**src/rtl/id_ex_stage_pkg.sv**
```systemverilog
// Shared pipeline definitions: control-bundle bit map and register specifier constants.
package id_ex_stage_pkg;

    localparam int CTRL_W_DEF    = 8;

    localparam int CTRL_REGWRITE = 0;
    localparam int CTRL_MEMREAD  = 1;
    localparam int CTRL_MEMWRITE = 2;
    localparam int CTRL_MEMTOREG = 3;
    localparam int CTRL_ALUSRC   = 4;
    localparam int CTRL_REGDST   = 5;
    localparam int CTRL_ALUOP_LO = 6;
    localparam int CTRL_ALUOP_HI = 7;

    localparam int               REG_W    = 5;
    localparam logic [REG_W-1:0] REG_ZERO = '0;

endpackage

```
**src/rtl/id_ex_stage_hazard.sv**
```systemverilog
// Load-use hazard detection: a load sitting in EX whose destination is read by the ID instruction.
module hazard_detect
    import id_ex_stage_pkg::*;
(
    input  logic             id_valid_i,
    input  logic [REG_W-1:0] id_rs_i,
    input  logic [REG_W-1:0] id_rt_i,
    input  logic             ex_valid_i,
    input  logic             ex_memread_i,
    input  logic [REG_W-1:0] ex_rt_i,
    output logic             stall_o
);

    // rt is compared for every instruction, even ones that do not read it; a rare extra bubble is harmless.
    always_comb begin
        stall_o = id_valid_i && ex_valid_i && ex_memread_i && (ex_rt_i != REG_ZERO)
                  && ((ex_rt_i == id_rs_i) || (ex_rt_i == id_rt_i));
    end

endmodule

```
**src/rtl/id_ex_stage.sv**
```systemverilog
// ID/EX pipeline register with WB->ID bypass, load-use bubble insertion, flush and a
// saturating stall-cycle counter.
module id_ex_stage
    import id_ex_stage_pkg::*;
#(
    parameter int DATA_W = 32,
    parameter int CTRL_W = CTRL_W_DEF,
    parameter int CNT_W  = 16
) (
    input  logic              clk,
    input  logic              reset,
    input  logic              flush,
    input  logic              id_valid,
    input  logic [REG_W-1:0]  id_rs,
    input  logic [REG_W-1:0]  id_rt,
    input  logic [REG_W-1:0]  id_rd,
    input  logic [DATA_W-1:0] id_read_data1,
    input  logic [DATA_W-1:0] id_read_data2,
    input  logic [DATA_W-1:0] id_imm,
    input  logic [CTRL_W-1:0] id_ctrl,
    input  logic              wb_regwrite,
    input  logic [REG_W-1:0]  wb_writereg,
    input  logic [DATA_W-1:0] wb_writedata,
    output logic              stall,
    output logic              ex_valid,
    output logic [REG_W-1:0]  ex_rs,
    output logic [REG_W-1:0]  ex_rt,
    output logic [REG_W-1:0]  ex_rd,
    output logic [DATA_W-1:0] ex_a,
    output logic [DATA_W-1:0] ex_b,
    output logic [DATA_W-1:0] ex_imm,
    output logic [CTRL_W-1:0] ex_ctrl,
    output logic [CNT_W-1:0]  stall_count
);

    logic              ex_valid_q,    ex_valid_d;
    logic [REG_W-1:0]  ex_rs_q,       ex_rs_d;
    logic [REG_W-1:0]  ex_rt_q,       ex_rt_d;
    logic [REG_W-1:0]  ex_rd_q,       ex_rd_d;
    logic [DATA_W-1:0] ex_a_q,        ex_a_d;
    logic [DATA_W-1:0] ex_b_q,        ex_b_d;
    logic [DATA_W-1:0] ex_imm_q,      ex_imm_d;
    logic [CTRL_W-1:0] ex_ctrl_q,     ex_ctrl_d;
    logic [CNT_W-1:0]  stall_count_q, stall_count_d;

    // $0 reads zero; otherwise a same-cycle WB write wins over the (not yet written) regfile value.
    function automatic logic [DATA_W-1:0] bypass(
        input logic [REG_W-1:0]  src,
        input logic [DATA_W-1:0] rf_data,
        input logic              wr_en,
        input logic [REG_W-1:0]  wr_reg,
        input logic [DATA_W-1:0] wr_data
    );
        if (src == REG_ZERO)
            return '0;
        if (wr_en && (wr_reg == src))
            return wr_data;
        return rf_data;
    endfunction

    hazard_detect u_hazard (
        .id_valid_i   (id_valid),
        .id_rs_i      (id_rs),
        .id_rt_i      (id_rt),
        .ex_valid_i   (ex_valid_q),
        .ex_memread_i (ex_ctrl_q[CTRL_MEMREAD]),
        .ex_rt_i      (ex_rt_q),
        .stall_o      (stall)
    );

    always_comb begin
        // NOTE: every next-state signal defaults to its held value first, so no path infers a latch.
        ex_valid_d    = ex_valid_q;
        ex_rs_d       = ex_rs_q;
        ex_rt_d       = ex_rt_q;
        ex_rd_d       = ex_rd_q;
        ex_a_d        = ex_a_q;
        ex_b_d        = ex_b_q;
        ex_imm_d      = ex_imm_q;
        ex_ctrl_d     = ex_ctrl_q;
        stall_count_d = stall_count_q;

        // Flush and stall produce the same bubble; datapath fields are simply held.
        if (flush || stall) begin
            ex_valid_d = 1'b0;
            ex_ctrl_d  = '0;
        end else begin
            ex_valid_d = id_valid;
            ex_ctrl_d  = id_valid ? id_ctrl : '0;
            ex_rs_d    = id_rs;
            ex_rt_d    = id_rt;
            ex_rd_d    = id_rd;
            ex_a_d     = bypass(id_rs, id_read_data1, wb_regwrite, wb_writereg, wb_writedata);
            ex_b_d     = bypass(id_rt, id_read_data2, wb_regwrite, wb_writereg, wb_writedata);
            ex_imm_d   = id_imm;
        end

        if (stall && !flush && (stall_count_q != '1))
            stall_count_d = stall_count_q + 1'b1;
    end

    // NOTE: state registers use non-blocking assignments so all of them sample the pre-edge values.
    always_ff @(posedge clk or posedge reset) begin
        if (reset) begin
            ex_valid_q    <= 1'b0;
            ex_rs_q       <= '0;
            ex_rt_q       <= '0;
            ex_rd_q       <= '0;
            ex_a_q        <= '0;
            ex_b_q        <= '0;
            ex_imm_q      <= '0;
            ex_ctrl_q     <= '0;
            stall_count_q <= '0;
        end else begin
            ex_valid_q    <= ex_valid_d;
            ex_rs_q       <= ex_rs_d;
            ex_rt_q       <= ex_rt_d;
            ex_rd_q       <= ex_rd_d;
            ex_a_q        <= ex_a_d;
            ex_b_q        <= ex_b_d;
            ex_imm_q      <= ex_imm_d;
            ex_ctrl_q     <= ex_ctrl_d;
            stall_count_q <= stall_count_d;
        end
    end

    assign ex_valid    = ex_valid_q;
    assign ex_rs       = ex_rs_q;
    assign ex_rt       = ex_rt_q;
    assign ex_rd       = ex_rd_q;
    assign ex_a        = ex_a_q;
    assign ex_b        = ex_b_q;
    assign ex_imm      = ex_imm_q;
    assign ex_ctrl     = ex_ctrl_q;
    assign stall_count = stall_count_q;

endmodule

```
**config.mk**
```make
export PLATFORM = sky130hd
export DESIGN_NAME = id_ex_stage
export DESIGN_NICKNAME = d
export VERILOG_FILES = /design/src/rtl/id_ex_stage_pkg.sv /design/src/rtl/id_ex_stage_hazard.sv /design/src/rtl/id_ex_stage.sv
export SDC_FILE = /design/constraint.sdc
export NUM_CORES = 1
export LEC_CHECK = 0
export ABC_AREA = 1
export CAP_MARGIN = 15
export CORE_MARGIN = 4
export CORE_UTILIZATION = 44
export DETAILED_ROUTE_END_ITERATION = 10
export PLACE_DENSITY = 0.82
export SYNTH_ARGS = -nofsm -noshare
export SYNTH_HDL_FRONTEND = slang
export SYNTH_SLANG_ARGS = --single-unit
```
**constraint.sdc**
```tcl
create_clock -name clk -period 5.7 [get_ports clk]
set_input_delay 0.855 -clock clk [delete_from_list [all_inputs] [get_ports clk]]
set_output_delay 0.855 -clock clk [all_outputs]
set_load 0.01 [all_outputs]
```
# Word level (Yosys, flattened, before mapping)
# Index checks and enable logic that the tools add are counted.
# W data, S select, Z words.
[totals] register_bits=136 input_bits=161 out_inout_bits=137 elab_cells=50
[op_classes] addsub=1 eq_ne=5 muxes=21 reduce_logical=14
[ops] operator="$mux W32" n=8
[ops] operator="$eq A5 B5 Y1" n=4
[ops] operator="$add A16 B1 Y16 const B" n=1
[ops] operator="$mux W8" n=2
[ops] operator="$ne A16 B16 Y1 const B" n=1
[ops] operator="$mux W1" n=11
[ops] operator="$logic_not A5 Y1" n=2
[ops] operator="$logic_and A1 B1 Y1" n=8
[ops] operator="$reduce_bool A5 Y1" n=1
[ops] operator="$logic_or A1 B1 Y1" n=2
[ops] operator="$logic_not A1 Y1" n=1

# Longest topological paths before layout
[depth] ltp_word=10 mapped_depth=13 depth_no_buf=11

# By module
# From an unflattened synthesis, not the netlist that was laid out.
[unflattened] cells_unflattened=970 area_unflattened_um2=7074.3
[modules_own_cells] mod="id_ex_stage" n_inst=1 cells_each=925 area_per_inst_um2=6877.8 seq_area_each_um2=3403.3
[modules_own_cells] mod="hazard_detect" n_inst=1 cells_each=45 area_per_inst_um2=196.4 seq_area_each_um2=0.0

# Worst setup path after synthesis
# Ideal clock, no wire load.
[synth_path] kind="input-to-output" startpoint="input port id_valid" endpoint="output port stall" t_arrival_ns=1.518 required_time_ns=4.845 path_slack_ns=3.327 cell_stages=6 path_buffers=1 cell_sequence="buf_2 > nand3_1 > o21bai_1 > inv_1 > nand2_2 > inv_1"
[synth_between] elab_chain_len=4
[synth_lines] item="start, declared" line_no="id_ex_stage.sv:13" rtl="input logic id_valid,"
[synth_lines] item="$logic_and A1 B1 Y1 (3 in series)" line_no="id_ex_stage_hazard.sv:16" rtl="stall_o = id_valid_i && ex_valid_i && ex_memread_i && (ex_rt_i != REG_ZERO)"
[synth_lines] item="$logic_and A1 B1 Y1" line_no="id_ex_stage_hazard.sv:17" rtl="&& ((ex_rt_i == id_rs_i) || (ex_rt_i == id_rt_i));"
[synth_lines] item="end, declared" line_no="id_ex_stage.sv:24" rtl="output logic stall,"
# No other way between the ends.

# Worst setup path in the final report
# Same ends and word-level chain as after synthesis.

==> flow_metrics.tcl <==
set metrics [dict create \
    outcome "completed" \
    syn-cell-area_mm2 0.007158 \
    area_occupied_by_multi_input_gates_mm2 0.003083 \
    dp.final_hpwl_um 16450 \
    sequential_cell_area_mm2 0.003403 \
    global_route.usage.met3_pct 7.615 \
    sequentialPowerShare_pct 40.2 \
    placement_rows 46 \
    drive_above_1_share_pct 3.803 \
    post_synth_inst_count 1052 \
    gr-usage-met1_pct 30.17 \
    hold_path_depth 2 \
    yosysWarningCount 0 \
    clockBufferDepth 2 \
    stage_delay_of_the_slowest_cell_on_the_critical_path_ns 0.66 \
    drc_errors 0 \
    ys_top_cells_by_count "sky130_fd_sc_hd__nand2_1 (544), sky130_fd_sc_hd__nor2_1 (159), sky130_fd_sc_hd__dfrtp_1 (136)" \
    p_per_area_mw_per_mm2 252.8 \
    cts-resized-gates 0 \
    crit_path_top_delay_cell "sky130_fd_sc_hd__clkdlybuf4s50_1" \
    clk-insertion-delay-late_ns 0.42 \
    min-delay-path-class "register to register" \
    synth_seq_cells 136 \
    crit_path_cell_trace "clkdlybuf4s50_1 -> nand3_1 -> o21bai_1 -> inv_1 -> nand2_2 -> inv_1 -> clkdlybuf4s50_1" \
    buffer_ports.inserted 297 \
    vdd_ir_drop_max_mv 0.1995 \
    fp.dieH_um 135.5 \
    seq_area_frac_synth_pct 47.54 \
    area_of_the_core_mm2 0.01589 \
    hold_buffer_count_at_cts 0 \
    placedCellCount 1525 \
    drtPass1Iterations 5 \
    power_leakage_nw 5.814 \
    layout_min_cycle_time_ns 3.498 \
    syn-num-nets 1214 \
    cts.clk_slew.worst_paths_ns 0.05 \
    switching_fraction_of_total_power_pct 26.82 \
    timing.clock.skew_ns 0.009027 \
    sort_of_element_at_the_end_of_the_critical_path "output port" \
    timing_worst_setup_path_type "input port to output port" \
    synthesized_area_per_cell_um2 6.804 \
    route.detailed.vias_per_inst 4.706 \
    finalSetupViolCount 0 \
    worst-slew-pin-transition_ns 0.9805 \
    wirelength_um 23150 \
    tritoncts "yes" \
    grt.overflow.total 0 \
    clockRootBuffer "sky130_fd_sc_hd__clkbuf_16" \
    timing.fmax_mhz 285.9 \
    synth_edf_count 0 \
    netSwitchingPower_uw 728.1 \
    final_weighted_congestion_in_routability_driven_placement 0.9024 \
    synth_largest_type_area_fraction_pct 47.54 \
    htree_num_levels 4 \
    cts_made_buffers 17 \
    layout.cells.non_filler 1559 \
    overall_global_routing_usage_pct 25.27 \
    asyncSetResetFlopFracSynth_pct 100.0 \
    power_frac_clock_pct 39.5 \
    num_vias 7336 \
    crit_path_dat_ns 2.64 \
    grtUsageMet2_pct 42.34 \
    intPower_mw 1.987 \
    first_global_vias 7273 \
    fillerInstances 1370 \
    synth_area_leaders "sky130_fd_sc_hd__dfrtp_1 (48%), sky130_fd_sc_hd__nand2_1 (29%), sky130_fd_sc_hd__nor2_1 (8.3%)" \
    avgRoutedWirePerCell_um 14.85 \
    syn2layout_area_growth_pct 50.03 \
    required_time_at_the_endpoint_of_the_critical_path_ns 4.85 \
    chipWidth_um 135.5 \
    gr_peak_layer "met2" \
    fin_setup_tns_ns 0 \
    report.final.slew_viol_count 0 \
    antenna_found_initial 3 \
    detail-route-antenna-nets 0 \
    post_cts_setup_buffer_count 0 \
    crit_fanout 10 \
    final.period_utilization_pct 61.37 \
    grt_max_degree 106 \
    grt_pass1_wl_um 36630 \
    ff2ff_path_depth 10 \
    finalNetCount 1490 \
    die-area_mm2 0.01837 \
    drtIter0Drc 443 \
    timing.max_cap.violations 0 \
    synth_flop_cell "sky130_fd_sc_hd__dfrtp_1" \
    comb_power_share_pct 20.3 \
    max-slew-margin-rel_pct 34.63 \
    grt_setup_unrepaired "no" \
    timing_hold_violations_final 0 \
    initial_core_util_pct 45.06 \
    post-synth-top-area-cell "sky130_fd_sc_hd__dfrtp_1" \
    setup.worst_path.start_class "input port" \
    ys_types 21 \
    floorplan.io_pins 298 \
    yosys.cell_count.top_type "sky130_fd_sc_hd__nand2_1" \
    tritoncts_num_sinks 136 \
]
==> placed cells by master (no fill, tap or decap) <==
cell,Yosys,routed
sky130_fd_sc_hd__nand2_1,544,544
sky130_fd_sc_hd__clkdlybuf4s50_1,0,297
sky130_fd_sc_hd__nor2_1,159,159
sky130_fd_sc_hd__dfrtp_1,136,136
sky130_fd_sc_hd__inv_1,94,93
sky130_fd_sc_hd__o21ai_0,18,18
sky130_fd_sc_hd__clkbuf_16,0,17
sky130_fd_sc_hd__nand3_1,16,14
sky130_fd_sc_hd__xnor2_1,8,8
sky130_fd_sc_hd__xor2_1,7,7
sky130_fd_sc_hd__buf_4,13,7
sky130_fd_sc_hd__nor3_1,6,6
sky130_fd_sc_hd__clkinv_2,0,4
sky130_fd_sc_hd__clkbuf_8,0,4
sky130_fd_sc_hd__inv_2,4,3
sky130_fd_sc_hd__nand4_1,3,3
sky130_fd_sc_hd__clkinvlp_4,0,3
sky130_fd_sc_hd__diode_2,0,2
sky130_fd_sc_hd__nand2_2,3,2
sky130_fd_sc_hd__nand3_2,0,2
sky130_fd_sc_hd__inv_6,0,2
sky130_fd_sc_hd__nor2_2,2,2
sky130_fd_sc_hd__nand3b_1,2,2
sky130_fd_sc_hd__clkinv_4,0,2
sky130_fd_sc_hd__o21bai_1,1,1
sky130_fd_sc_hd__nand2_4,0,1
sky130_fd_sc_hd__nand4_2,1,1
sky130_fd_sc_hd__ha_1,1,1
sky130_fd_sc_hd__clkbuf_1,9,1
sky130_fd_sc_hd__bufinv_16,0,1
==> stage by stage <==
| step | util (%) | total power, mW | cell area, um2 | hold slack (ns) | worst slack [ns] |
|---|---|---|---|---|---|
| finish | 67.60 | 2.715 | 10740 | 0.4756 | 2.202 |
| global route | 67.60 | 2.844 | 10740 | 0.4988 | 2.072 |
| CTS | 67.57 | 2.734 | 10730 | 0.4790 | 2.193 |
| detailed placement | 63.93 | 1.662 | 10160 | 0.4636 | 1.992 |
| global placement | 63.93 | 1.651 | 10160 | 0.4610 | 2.083 |
| floorplan | - | 1.329 | 7158 | 0.5142 | 1.206 |
==> per-layer routing <==
| layer | up-vias | wire [um] |
|---|---|---|
| li1 | 3651 | - |
| met1 | 3333 | 9173 |
| met2 | 295 | 10930 |
| met3 | 55 | 2184 |
| met4 | 2 | 856 |
| met5 | - | 12 |
==> sequential cells by signal, summed over array words and instances, names as in the netlist <==
name / cells
ex_a: 32
ex_b: 32
ex_imm: 32
stall_count: 16
ex_ctrl: 8
ex_rd: 5
ex_rs: 5
ex_rt: 5
ex_valid: 1
==> power groups by stage <==
stage / Sequential (mW) / Combinational, mW / Clock (mW)
floorplan: 1.14 / 0.186 / 0
detailed placement: 1.11 / 0.554 / 0
global placement: 1.11 / 0.545 / 0
finish: 1.09 / 0.551 / 1.07
global route: 1.10 / 0.605 / 1.14
CTS: 1.09 / 0.558 / 1.08
==> final timing paths <==
kind                                from  slack, ns    endpoint
worst min-delay path            ex_a[14]       0.48    ex_a[14]
min in group asynchronous          reset       1.02  ex_imm[17]
max in group asynchronous          reset       3.62     ex_a[4]
worst max register to register  ex_rt[2]       2.95    ex_rd[3]
worst min register to register  ex_a[14]       0.48    ex_a[14]
worst max-delay path            id_valid       2.20       stall
==> kinds of logic (layout without fill, tap and decap cells) <==
| logic type | after synthesis | after routing | share of synthesized area, % |
|---|---|---|---|
| flops | 136 | 136 | 47.54 |
| compound gates | 19 | 19 | 1.363 |
| other cells | 0 | 2 | 0 |
| buf+inv | 145 | 434 | 9.596 |
| simple gates | 736 | 736 | 39.49 |
| fa+ha+maj | 1 | 1 | 0.1748 |
| xor+xnor | 15 | 15 | 1.835 |
==> layout make-up <==
cell class	count	share of cell area [%]
Multi-Input combinational cell	771	28.71
Tap cell	216	2.517
Antenna cell	2	0.04660
Inverter	98	3.484
Timing Repair Buffer	304	28.17
Sequential cell	136	31.69
Clock inverter	10	0.8738
Clock buffer	22	4.509
==> worst max-delay path, delay by kind of cell <==
family	cells	cell delay (ns)
simple gates	2	0.21
buf+inv	4	1.41
compound gates	1	0.17
Power figures use the tool's default switching activity.
